**src/rtl/door_sensor_conditioner.sv**
```systemverilog
// Conditions raw door sensors and switches: 2-flop sync, debounce, approach stretch, manual-open pulse, limit-switch fault.
// All outputs are registered; the mo pulse and pa/pp are computed from next-state debounced values so they align with the debounced edges.
module door_sensor_conditioner #(
  parameter int DEB_CYCLES   = 4,
  parameter int HOLD_CYCLES  = 8,
  parameter int FAULT_CYCLES = 16
) (
  input  logic clk,
  input  logic reset,
  input  logic pa_raw,
  input  logic pp_raw,
  input  logic mo_raw,
  input  logic lk_raw,
  input  logic r_raw,
  input  logic m_raw,
  input  logic l_raw,
  input  logic fault_clr,
  output logic pa,
  output logic pp,
  output logic mo,
  output logic lk,
  output logic r,
  output logic m,
  output logic l,
  output logic lim_fault
);
  localparam int DW = $clog2(DEB_CYCLES + 1);
  localparam int HW = (HOLD_CYCLES > 0) ? $clog2(HOLD_CYCLES + 1) : 1;
  localparam int FW = $clog2(FAULT_CYCLES + 1);
  // Bit order: pa, pp, mo, lk, r, m, l. Middle limit resets high (doors closed).
  localparam logic [6:0] RST_VAL = 7'b010_0000;

  logic [6:0] raw, s1, s2, deb, deb_nxt;
  logic [DW-1:0] cnt [7];
  logic [DW-1:0] cnt_nxt [7];
  logic [HW-1:0] hold, hold_nxt;
  logic [FW-1:0] fcnt, fcnt_nxt;
  logic          cond, flt_nxt;

  assign raw = {l_raw, m_raw, r_raw, lk_raw, mo_raw, pp_raw, pa_raw};

  always_comb begin
    deb_nxt = deb;
    for (int i = 0; i < 7; i++) begin
      cnt_nxt[i] = '0;
      if (s2[i] != deb[i]) begin
        if (cnt[i] == DW'(DEB_CYCLES - 1)) deb_nxt[i] = s2[i];
        else                               cnt_nxt[i] = cnt[i] + 1'b1;
      end
    end
  end

  always_comb begin
    hold_nxt = '0;
    if (deb_nxt[0])       hold_nxt = '0;
    else if (deb[0])      hold_nxt = HW'(HOLD_CYCLES);
    else if (hold != '0)  hold_nxt = hold - 1'b1;
  end

  // Fault logic looks at the registered debounced limits; set has priority over clear.
  assign cond = deb[5] & (deb[4] | deb[6]);

  always_comb begin
    fcnt_nxt = '0;
    if (cond) fcnt_nxt = (fcnt == FW'(FAULT_CYCLES)) ? fcnt : fcnt + 1'b1;
    flt_nxt = (fcnt_nxt == FW'(FAULT_CYCLES)) | (lim_fault & ~(fault_clr & ~cond));
  end

  always_ff @(posedge clk or negedge reset) begin
    if (!reset) begin
      s1        <= RST_VAL;
      s2        <= RST_VAL;
      deb       <= RST_VAL;
      for (int i = 0; i < 7; i++) cnt[i] <= '0;
      hold      <= '0;
      fcnt      <= '0;
      lim_fault <= 1'b0;
      pa        <= 1'b0;
      pp        <= 1'b0;
      mo        <= 1'b0;
    end else begin
      s1        <= raw;
      s2        <= s1;
      deb       <= deb_nxt;
      for (int i = 0; i < 7; i++) cnt[i] <= cnt_nxt[i];
      hold      <= hold_nxt;
      fcnt      <= fcnt_nxt;
      lim_fault <= flt_nxt;
      pa        <= deb_nxt[0] | (hold_nxt != '0);
      pp        <= deb_nxt[1] | flt_nxt;
      mo        <= deb_nxt[2] & ~deb[2];
    end
  end

  assign lk = deb[3];
  assign r  = deb[4];
  assign m  = deb[5];
  assign l  = deb[6];
endmodule
```
**config.mk**
```make
export PLATFORM = sky130hd
export DESIGN_NAME = door_sensor_conditioner
export DESIGN_NICKNAME = d
export VERILOG_FILES = /design/src/rtl/door_sensor_conditioner.sv
export SDC_FILE = /design/constraint.sdc
export NUM_CORES = 1
export LEC_CHECK = 0
export ABC_AREA = 1
export CAP_MARGIN = 10
export CORE_MARGIN = 5
export CORE_UTILIZATION = 30
export DETAILED_ROUTE_END_ITERATION = 7
export SYNTH_ARGS = -nofsm -noshare
export SYNTH_HDL_FRONTEND = slang
export SYNTH_SLANG_ARGS = --single-unit
```
**constraint.sdc**
```tcl
create_clock -name clk -period 1.3 [get_ports clk]
set_input_delay 0.325 -clock clk [delete_from_list [all_inputs] [get_ports clk]]
set_output_delay 0.325 -clock clk [all_outputs]
set_load 0.01 [all_outputs]
```
==> flow_summary_export.csv, run 1 <==
group,metric,value,unit
outcome,status,"finished, final reports clean",
yosys,syn_inst,205,
worst_setup_path,worstSetupStartpointType,"register",
global_routing,grt_pass1_wl,6320,um
drt,wirelength,3510,um
worst_setup_path,r2r_cells,11,
clock_tree,cts_root_buf,"clkbuf_8",
clock_tree,clkSlewWorstSetupHoldPaths,0.10,ns
worst_setup_path,worst_setup_path_end_kind,"register",
yosys,synth_common_cells,"52 x dfrtp_1, 39 x nand2_1, 35 x inv_1",
worst_setup_path,reg2reg_to,"pp",
worst_setup_path,path_class,"register to register",
yosys,synth_top_area_share,59.7,%
pwr,leakagePower,1.34,nW
yosys,ys_ff_latch,55,
drt,routed_via_density,4.14,
sta,tightestPinTransition,0.298,ns
drt,dr.pass1.iters,4,
yosys,synth-edff-count,0,
layout,nNetsFinal,264,
drt,vias,1421,
pwr,p_total,5.43,mW
layout,n_antenna_cell,0,
worst_setup_path,r2r_slack,0.005,ns
worst_setup_path,cp.required,1.49,ns
drt,drt-initial-drc-count,68,
yosys,synth_cell_types,22,
clock_tree,clk_path_buf_depth,2,
sta,hold_violations,0,
layout,drive_above_1_share,20.5,%
clock_tree,cts_made_buffers,5,
die,die_area,9070,um^2
worst_setup_path,arrival,1.48,ns
clock_tree,insertion_delay,0.30,ns
sta,maxSlewViolCount,0,
yosys,synth_area_leader_cell,"dfrtp_1",
global_routing,grt_usage,8.99,%
layout,area_growth,25.1,%
sta,period_minus_slack,1.29,ns
yosys,seq_area_frac_synth,63.3,%
drt,route.detailed.drc,0,
die,die_h,95.3,um
die,core_area,7180,um^2
sta,finalSetupTns,0,ns
yosys,syn_nets,226,
sta,fmax,772,MHz
placed_design,numPortBuffers,17,
sta,slew_headroom,80.0,%
placed_design,finalWeightedCongestion,0.768,
clock_tree,cts_tree,"built",
global_routing,antenna_found_initial,0,
die,start_util,30.4,%
hold_path,holdPathEnd,"s2[1]",
yosys,synth_area,2180,um^2
worst_setup_path,cp_max_fo,3,
hold_path,hold_class,"register to register",
clock_tree,cts.sinks,55,
hold_path,min_from,"s1[1]",
job,maxCapViolCount,0,
drt,antenna_left,0,
yosys,synthArstFlopShare,100,%
drt,avgRoutedWirePerCell,10.2,um
layout,final_util,38.0,%
hold_path,whs_path_depth,0,
layout,design_area,2730,um^2
global_routing,grt_pass1_vias,1500,
die,die_w,95.3,um
placed_design,dpl.hpwl,2500,um
yosys,synth-main-ff-cell,"dfrtp_1",
die,pin_count,18,
pwr,p_per_area,1990,nW/um^2
yosys,synthTopCellsByArea,"dfrtp_1 60%, nand2_1 6.7%, ha_1 6.3%, inv_1 6.0%, dfstp_2 3.6%",
sta,rsz0062_at_grt,"yes",
yosys,syn_area_per_cell,10.6,um^2
sta,finalClockSkew,0.00632,ns
worst_setup_path,rr_startpoint,"fcnt[1]",
sta,whs,0.357,ns
sta,period_share,99.6,%
pwr,ir_drop,0.580,mV
global_routing,gr-total-overflow,0,
yosys,yosysMostFrequentCell,"dfrtp_1",
placed_design,dpl_cell_area,2550,um^2
clock_tree,cts-htree-levels,2,
die,rows,31,
yosys,yosys_warnings,0,
sta,setup-violations-final,0,
global_routing,grt_max_degree,30,
-- worst max-delay path: stages, from the launching register on --
cell,delay (ns)
dfrtp_1,0.42
inv_1,0.06
ha_1,0.13
nand2_1,0.04
inv_1,0.06
nand2_2,0.06
nand2_1,0.06
nand2_1,0.05
nor2_2,0.11
nor2_2,0.05
nand2_2,0.07
nand3_2,0.06
-- cells by family (layout without fill, tap and decap cells) --
family | after synthesis | count (layout) | synth area share [%]
and+or+nand+nor | 86 | 86 | 18.4
DFF | 55 | 55 | 63.3
buffers and inverters | 35 | 74 | 6.02
adders and majority gates | 11 | 11 | 6.31
AOI/OAI and AO/OA | 10 | 10 | 2.64
xor gates and xnor gates | 7 | 7 | 2.81
muxes | 1 | 1 | 0.516
-- area by class of cell --
| class | count | area, um^2 |
|---|---|---|
| well taps | 99 | 124 |
| clock inverters | 3 | 67.6 |
| inverters | 35 | 131 |
| multi-input cells | 115 | 691 |
| fillers | 710 | 4450 |
| repair buffers | 31 | 267 |
| flip-flops and latches | 55 | 1380 |
| clock buffers | 5 | 68.8 |
-- placed cells by master (no fill, tap or decap), types with 3 or more instances in the layout --
cell type	instances
nand3_1	5
clkbuf_8	5
xnor2_1	7
or2_2	3
dfstp_2	3
clkdlybuf4s15_1	3
nand2_1	37
clkdlybuf4s50_1	8
nor3b_1	4
nand4_1	3
clkbuf_2	4
ha_1	10
nor3_1	12
nor2_1	11
dfrtp_1	52
o21ai_0	6
inv_1	33
nand2_2	4
buf_4	12
nor2_2	4
-- flip-flops by register name, summed over array words and instances (netlist names) --
signal and cells:
cnt 21, deb 7, fcnt 5, hold 4, lim_fault 1, mo 1
pa 1, pp 1, s1 7, s2 7
-- timing repair --
| item | CTS | global route |
|---|---|---|
| setup buffers | 2 | 2 |
| endpoints found under the hold margin | 6 | 0 |
| resized for setup | 21 | 10 |
| hold buffers | 1 | 0 |
| setup endpoints to repair | 10 | 11 |
| pin swaps | 1 | 0 |
-- per-layer routing --
metal  vias up  wire, um  GRT usage (%)
met5         -         0              0
met4         0        53           3.49
met3         6       148           3.16
met2        17      1740           15.6
met1       684      1560           10.1
li1        714         -              -
-- worst max-delay path by stage --
| stage | start | endpoint | slack, ns |
|---|---|---|---|
| finish | fcnt[1] | pp | 0.005 |
| detailed placement | deb[5] | m | -0.08 |
| floorplan | deb[5] | pp | 0.06 |
| CTS | deb[6] | l | 0.00006 |
| global route | fcnt[1] | pp | -0.13 |
| global placement | deb[5] | m | -0.07 |
-- power breakdown --
group          internal, mW  switching (mW)
clock network         0.768           0.545
registers              2.12           0.243
logic                 0.839           0.912
total                  3.73            1.70
-- metrics by stage --
| step | setup WS (ns) | instances |
|---|---|---|
| 2_1_floorplan | 0.0571 | 205 |
| 4_1_cts | 0.0000636 | 341 |
| 5_1_grt | -0.133 | 343 |
| 3_5_place_dp | -0.0796 | 330 |
| 3_3_place_gp | -0.0740 | 330 |
| 6_report | 0.00532 | 343 |
Note: power is estimated with default switching activity, not from simulation.
==> run 2, diff against run 1 <==
--- a/config.mk
+++ b/config.mk
@@ -9,7 +9,10 @@
 export CAP_MARGIN = 10
 export CORE_MARGIN = 5
 export CORE_UTILIZATION = 30
+export CTS_BUF_LIST = sky130_fd_sc_hd__clkbuf_16
+export CTS_CLUSTER_SIZE = 24
 export DETAILED_ROUTE_END_ITERATION = 7
+export HOLD_SLACK_MARGIN = 0.15
 export SYNTH_ARGS = -nofsm -noshare
 export SYNTH_HDL_FRONTEND = slang
 export SYNTH_SLANG_ARGS = --single-unit
==> flow_summary_export.csv, run 2 (synthesized netlist as in run 1, its figures left out) <==
group,metric,value,unit
outcome,status,"finished, final reports clean",
layout,fillers,700,
placed_design,pre_cts_ws,-0.0796,ns
layout,largest_register,"cnt",
drt,drt-initial-drc-count,83,
drt,route.detailed.drc,0,
sta,slew_headroom,80.1,%
clock_tree,clkSlewWorstSetupHoldPaths,0.07,ns
pwr,leakagePower,1.37,nW
die,pin_count,18,
clock_tree,cts.sinks,55,
die,die_w,95.3,um
layout,n_antenna_cell,0,
layout,drive_above_1_share,18.4,%
sta,hold_violations,0,
sta,tightestPinTransition,0.295,ns
clock_tree,cts_made_buffers,5,
worst_setup_path,path_buf_inv,2,
worst_setup_path,critPathTopFamily,"flip-flops",
worst_setup_path,cp_max_fo,5,
sta,period_minus_slack,1.29,ns
global_routing,grt_max_degree,30,
placed_design,finalWeightedCongestion,0.768,
layout,area_growth,28.5,%
worst_setup_path,cp.required,1.47,ns
placed_design,dpl.hpwl,2500,um
pwr,ir_drop,0.776,mV
worst_setup_path,path_class,"register to register",
hold_path,hold_class,"register to register",
drt,vias,1412,
sta,finalSetupTns,0,ns
pwr,p_per_area,2080,nW/um^2
layout,largest_register_ffs,21,
clock_tree,cts-htree-levels,2,
worst_setup_path,critical_path.max_stage_delay,0.55,ns
sta,fmax,775,MHz
drt,dr.pass1.iters,4,
worst_setup_path,arrival,1.46,ns
global_routing,gr-total-overflow,0,
sta,setup-violations-final,0,
die,start_util,30.4,%
job,maxCapViolCount,0,
layout,final_common_cell,"dfrtp_1",
drt,avgRoutedWirePerCell,10.3,um
clock_tree,clk_path_buf_depth,2,
layout,nNetsFinal,264,
die,die_area,9070,um^2
drt,antenna_left,0,
clock_tree,insertion_delay,0.29,ns
worst_setup_path,crit_chain,"inv_1 > nor2_4 > inv_1 > a21oi_2 > nor2_2 > nand2_2 > nand3_2",
sta,maxSlewViolCount,0,
die,core_area,7180,um^2
worst_setup_path,worstSetupStartpointType,"register",
global_routing,antenna_found_initial,0,
drt,wirelength,3520,um
clock_tree,cts_tree,"built",
layout,layout_common_cells,"52 x dfrtp_1, 37 x nand2_1, 34 x inv_1",
worst_setup_path,crit_top_cell,"inv_1",
worst_setup_path,worst_setup_path_end_kind,"register",
sta,fin_ws,0.00906,ns
clock_tree,cts_root_buf,"clkbuf_16",
global_routing,grt_pass1_vias,1515,
sta,period_share,99.3,%
drt,routed_via_density,4.12,
global_routing,grt_usage,9.05,%
die,rows,31,
placed_design,numPortBuffers,17,
sta,rsz0062_at_grt,"yes",
worst_setup_path,cp_slowest_cell,"dfstp_2",
sta,finalClockSkew,0.00348,ns
die,die_h,95.3,um
global_routing,grt_pass1_wl,6350,um
[run 2: where the power goes]
group / internal, mW / total, mW / switching (mW)
Sequential: 2.13 / 2.37 / 0.242
Clock: 1.10 / 1.69 / 0.584
Combinational: 0.854 / 1.76 / 0.908
Total: 4.08 / 5.82 / 1.73
[run 2: metrics by stage]
step | cells | power (mW) | hold slack, ns | util [%] | area, um^2
floorplan | 205 | 3.45 | 0.0294 | - | 2180
CTS | 341 | 5.81 | 0.353 | 38.5 | 2760
finish | 343 | 5.82 | 0.351 | 39.0 | 2800
global placement | 330 | 4.01 | 0.222 | 35.5 | 2550
global route | 343 | 6.27 | 0.359 | 39.0 | 2800
detailed placement | 330 | 4.10 | 0.218 | 35.5 | 2550
[run 2: metal layers]
layer	vias up	GRT usage, %	routed length (um)
met1	668	10.2	1600
met3	8	2.68	124
met4	0	4.57	75
met5	-	0	0
li1	718	-	-
met2	18	15.5	1720
[run 2: final cells by class]
type	count	area (um^2)	area share, %
clock buffer	5	125	4.47
clock inverter	3	67.6	2.41
inverter	35	131	4.69
multi-input combinational	115	691	24.7
sequential	55	1380	49.3
tap	99	124	4.42
timing repair buffer	31	283	10.1
[run 2: worst register-to-register path, stage by stage (launching register included)]
cell     delay (ns)
dfstp_2        0.55
inv_1          0.07
nor2_4         0.13
inv_1          0.08
a21oi_2        0.14
nor2_2         0.05
nand2_2        0.08
nand3_2        0.06
[run 2: path summary, 6_finish.rpt]
kind,start,endpoint,slack (ns),cells after the start
min,s1[1],s2[1],0.35,0
max,deb[5],pp,0.009,7
max reg2reg,deb[5],pp,0.009,7
max in group asynchronous,reset,hold[3],0.34,3
min reg2reg,s1[1],s2[1],0.35,0
min in group asynchronous,reset,fcnt[1],0.45,2
[run 2: timing repair]
item,4_1_cts,5_1_grt
hold endpoints to repair,6,0
pin swaps,1,0
buffers inserted,2,2
endpoints found under the setup margin,10,7
cloned,0,0
hold buffers,1,0
gates resized for setup,16,7
==> run 3, diff against run 2 <==
--- a/config.mk
+++ b/config.mk
@@ -6,13 +6,13 @@
 export NUM_CORES = 1
 export LEC_CHECK = 0
 export ABC_AREA = 1
-export CAP_MARGIN = 10
 export CORE_MARGIN = 5
-export CORE_UTILIZATION = 30
+export CORE_UTILIZATION = 40
 export CTS_BUF_LIST = sky130_fd_sc_hd__clkbuf_16
 export CTS_CLUSTER_SIZE = 24
 export DETAILED_ROUTE_END_ITERATION = 7
 export HOLD_SLACK_MARGIN = 0.15
+export PLACE_DENSITY = 0.71
 export SYNTH_ARGS = -nofsm -noshare
 export SYNTH_HDL_FRONTEND = slang
 export SYNTH_SLANG_ARGS = --single-unit
==> flow_summary_export.csv, run 3 (synthesized netlist as in run 1, its figures left out) <==
group,metric,value,unit
layout,n_antenna_cell,0,
global_routing,grt_pass1_vias,1428,
die,start_util,41.9,%
drt,avgRoutedWirePerCell,10.9,um
worst_setup_path,cp_max_fo,3,
sta,slew_headroom,78.2,%
clock_tree,cts-htree-levels,2,
pwr,sequentialPowerShare,43.0,%
drt,route.detailed.drc,0,
pwr,p_int,3.82,mW
sta,rsz0062_at_grt,"yes",
sta,period_minus_slack,1.34,ns
layout,layout_common_cells,"52 x dfrtp_1, 37 x nand2_1, 35 x inv_1",
worst_setup_path,crit_chain,"inv_1 > ha_1 > nand2_1 > inv_1 > nand2_2 > nand2_1 > nand2_1 > nor2_2 > nor2_2 > nand2_2 > nand3_2",
job,maxCapViolCount,0,
die,die_w,83.8,um
placed_design,dpl.hpwl,2150,um
die,rows,26,
hold_path,hold_class,"register to register",
hold_path,whs_path_depth,0,
pwr,ir_drop,0.702,mV
drt,routed_via_density,4.47,
layout,area_growth,24.4,%
layout,largest_register_ffs,21,
global_routing,grt_usage,10.7,%
pwr,switchingPower,1.70,mW
sta,setup-violations-final,2,
outcome,status,"finished with violations",
sta,period_share,103,%
clock_tree,cts_root_buf,"clkbuf_16",
sta,fin_ws,-0.0374,ns
clock_tree,clk_path_buf_depth,2,
layout,fin_cells,311,
placed_design,pre_cts_ws,-0.0860,ns
clock_tree,cts_tree,"built",
placed_design,numPortBuffers,17,
worst_setup_path,cp_slowest_cell,"dfrtp_1",
clock_tree,cts_made_buffers,5,
global_routing,grt_pass1_wl,6120,um
worst_setup_path,critical_path.max_stage_delay,0.40,ns
die,die_area,7030,um^2
drt,vias,1390,
pwr,leakagePower,1.34,nW
worst_setup_path,path_class,"register to register",
worst_setup_path,r2r_cells,11,
clock_tree,clkSlewWorstSetupHoldPaths,0.07,ns
pwr,p_per_area,2040,nW/um^2
outcome,violations,"setup timing",
hold_path,holdPathEnd,"s2[6]",
worst_setup_path,r2r_slack,-0.04,ns
drt,drt-initial-drc-count,83,
hold_path,min_from,"s1[6]",
sta,hold_violations,0,
layout,design_area,2710,um^2
clock_tree,insertion_delay,0.29,ns
die,pin_count,18,
worst_setup_path,cp.required,1.47,ns
pwr,p_total,5.53,mW
sta,fmax,748,MHz
global_routing,grt_max_degree,56,
clock_tree,cts.sinks,55,
sta,finalClockSkew,0.00627,ns
global_routing,antenna_found_initial,0,
die,die_h,83.8,um
sta,tightestPinTransition,0.323,ns
worst_setup_path,crit_top_cell,"nand2_1",
pwr,pwr-share-clk,26.6,%
placed_design,dpl_cell_area,2480,um^2
worst_setup_path,worst_setup_path_end_kind,"register",
worst_setup_path,path_buf_inv,2,
sta,finalSetupTns,-0.0511,ns
global_routing,gr-total-overflow,0,
drt,wirelength,3390,um
worst_setup_path,arrival,1.50,ns
layout,final_common_cell,"dfrtp_1",
placed_design,finalWeightedCongestion,0.762,
worst_setup_path,worstSetupStartpointType,"register",
drt,antenna_left,0,
layout,nNetsFinal,261,
pwr,pwr-share-comb,30.4,%
worst_setup_path,reg2reg_to,"pp",
worst_setup_path,rr_startpoint,"fcnt[0]",
drt,dr.pass1.iters,4,
layout,largest_register,"cnt",
worst_setup_path,critPathTopFamily,"simple AND/OR/NAND/NOR gates",
layout,drive_above_1_share,18.3,%
sta,maxSlewViolCount,0,
placed_design,dp.cells,297,
pwr,swShare,30.8,%
die,core_area,5200,um^2
run 3: power by group through the flow:
| stage | registers, mW | clock network [mW] | logic (mW) |
|---|---|---|---|
| after floorplan | 2.41 | 0 | 1.04 |
| after global placement | 2.39 | 0 | 1.53 |
| after detailed placement | 2.41 | 0 | 1.57 |
| after CTS | 2.36 | 1.52 | 1.60 |
| after global routing | 2.44 | 1.59 | 1.95 |
| final | 2.38 | 1.47 | 1.68 |
run 3: how the worst max path moves through the flow:
stage | endpoint | cells past startpoint | start | slack [ns]
floorplan | pp | 7 | deb[5] | 0.06
global placement | m | 1 | deb[5] | -0.08
detailed placement | m | 1 | deb[5] | -0.09
CTS | pp | 11 | fcnt[1] | -0.02
global route | pp | 11 | fcnt[0] | -0.19
finish | pp | 11 | fcnt[0] | -0.04
run 3: final cells by class:
type | count | area, um^2
fillers | 452 | 2490
flip-flops and latches | 55 | 1380
multi-input cells | 115 | 698
repair buffers | 28 | 250
inverters | 35 | 131
clock buffers | 5 | 125
well taps | 70 | 87.6
clock inverters | 3 | 41.3
run 3: what timing repair did:
item	in CTS	in global routing
setup buffers	3	2
pin swaps	1	0
gates resized for setup	17	11
cloned	0	0
hold endpoints to repair	52	0
hold buffers	1	0
endpoints found under the setup margin	10	10
run 3: worst reg2reg max path, cell delays in order, from the launching register on:
cell and delay, ns:
dfrtp_1 0.40, inv_1 0.07, ha_1 0.15, nand2_1 0.05, inv_1 0.07, nand2_2 0.07, nand2_1 0.06, nand2_1 0.05
nor2_2 0.13, nor2_2 0.05, nand2_2 0.07, nand3_2 0.06
run 3: per-stage QoR:
step | hold slack, ns | util, %
after floorplan | 0.0294 | -
after global placement | 0.334 | 47.7
after detailed placement | 0.335 | 47.7
after CTS | 0.351 | 51.5
after global routing | 0.359 | 52.1
final | 0.349 | 52.1
run 3: routing by layer:
metal	GRT usage, %	share of wire, %	wire, um	vias up
li1	-	-	-	712
met1	12.7	44	1500	658
met2	17.6	51	1730	13
met3	2.27	2.8	96	7
met4	6.43	1.9	64	0
met5	0	0	0	-
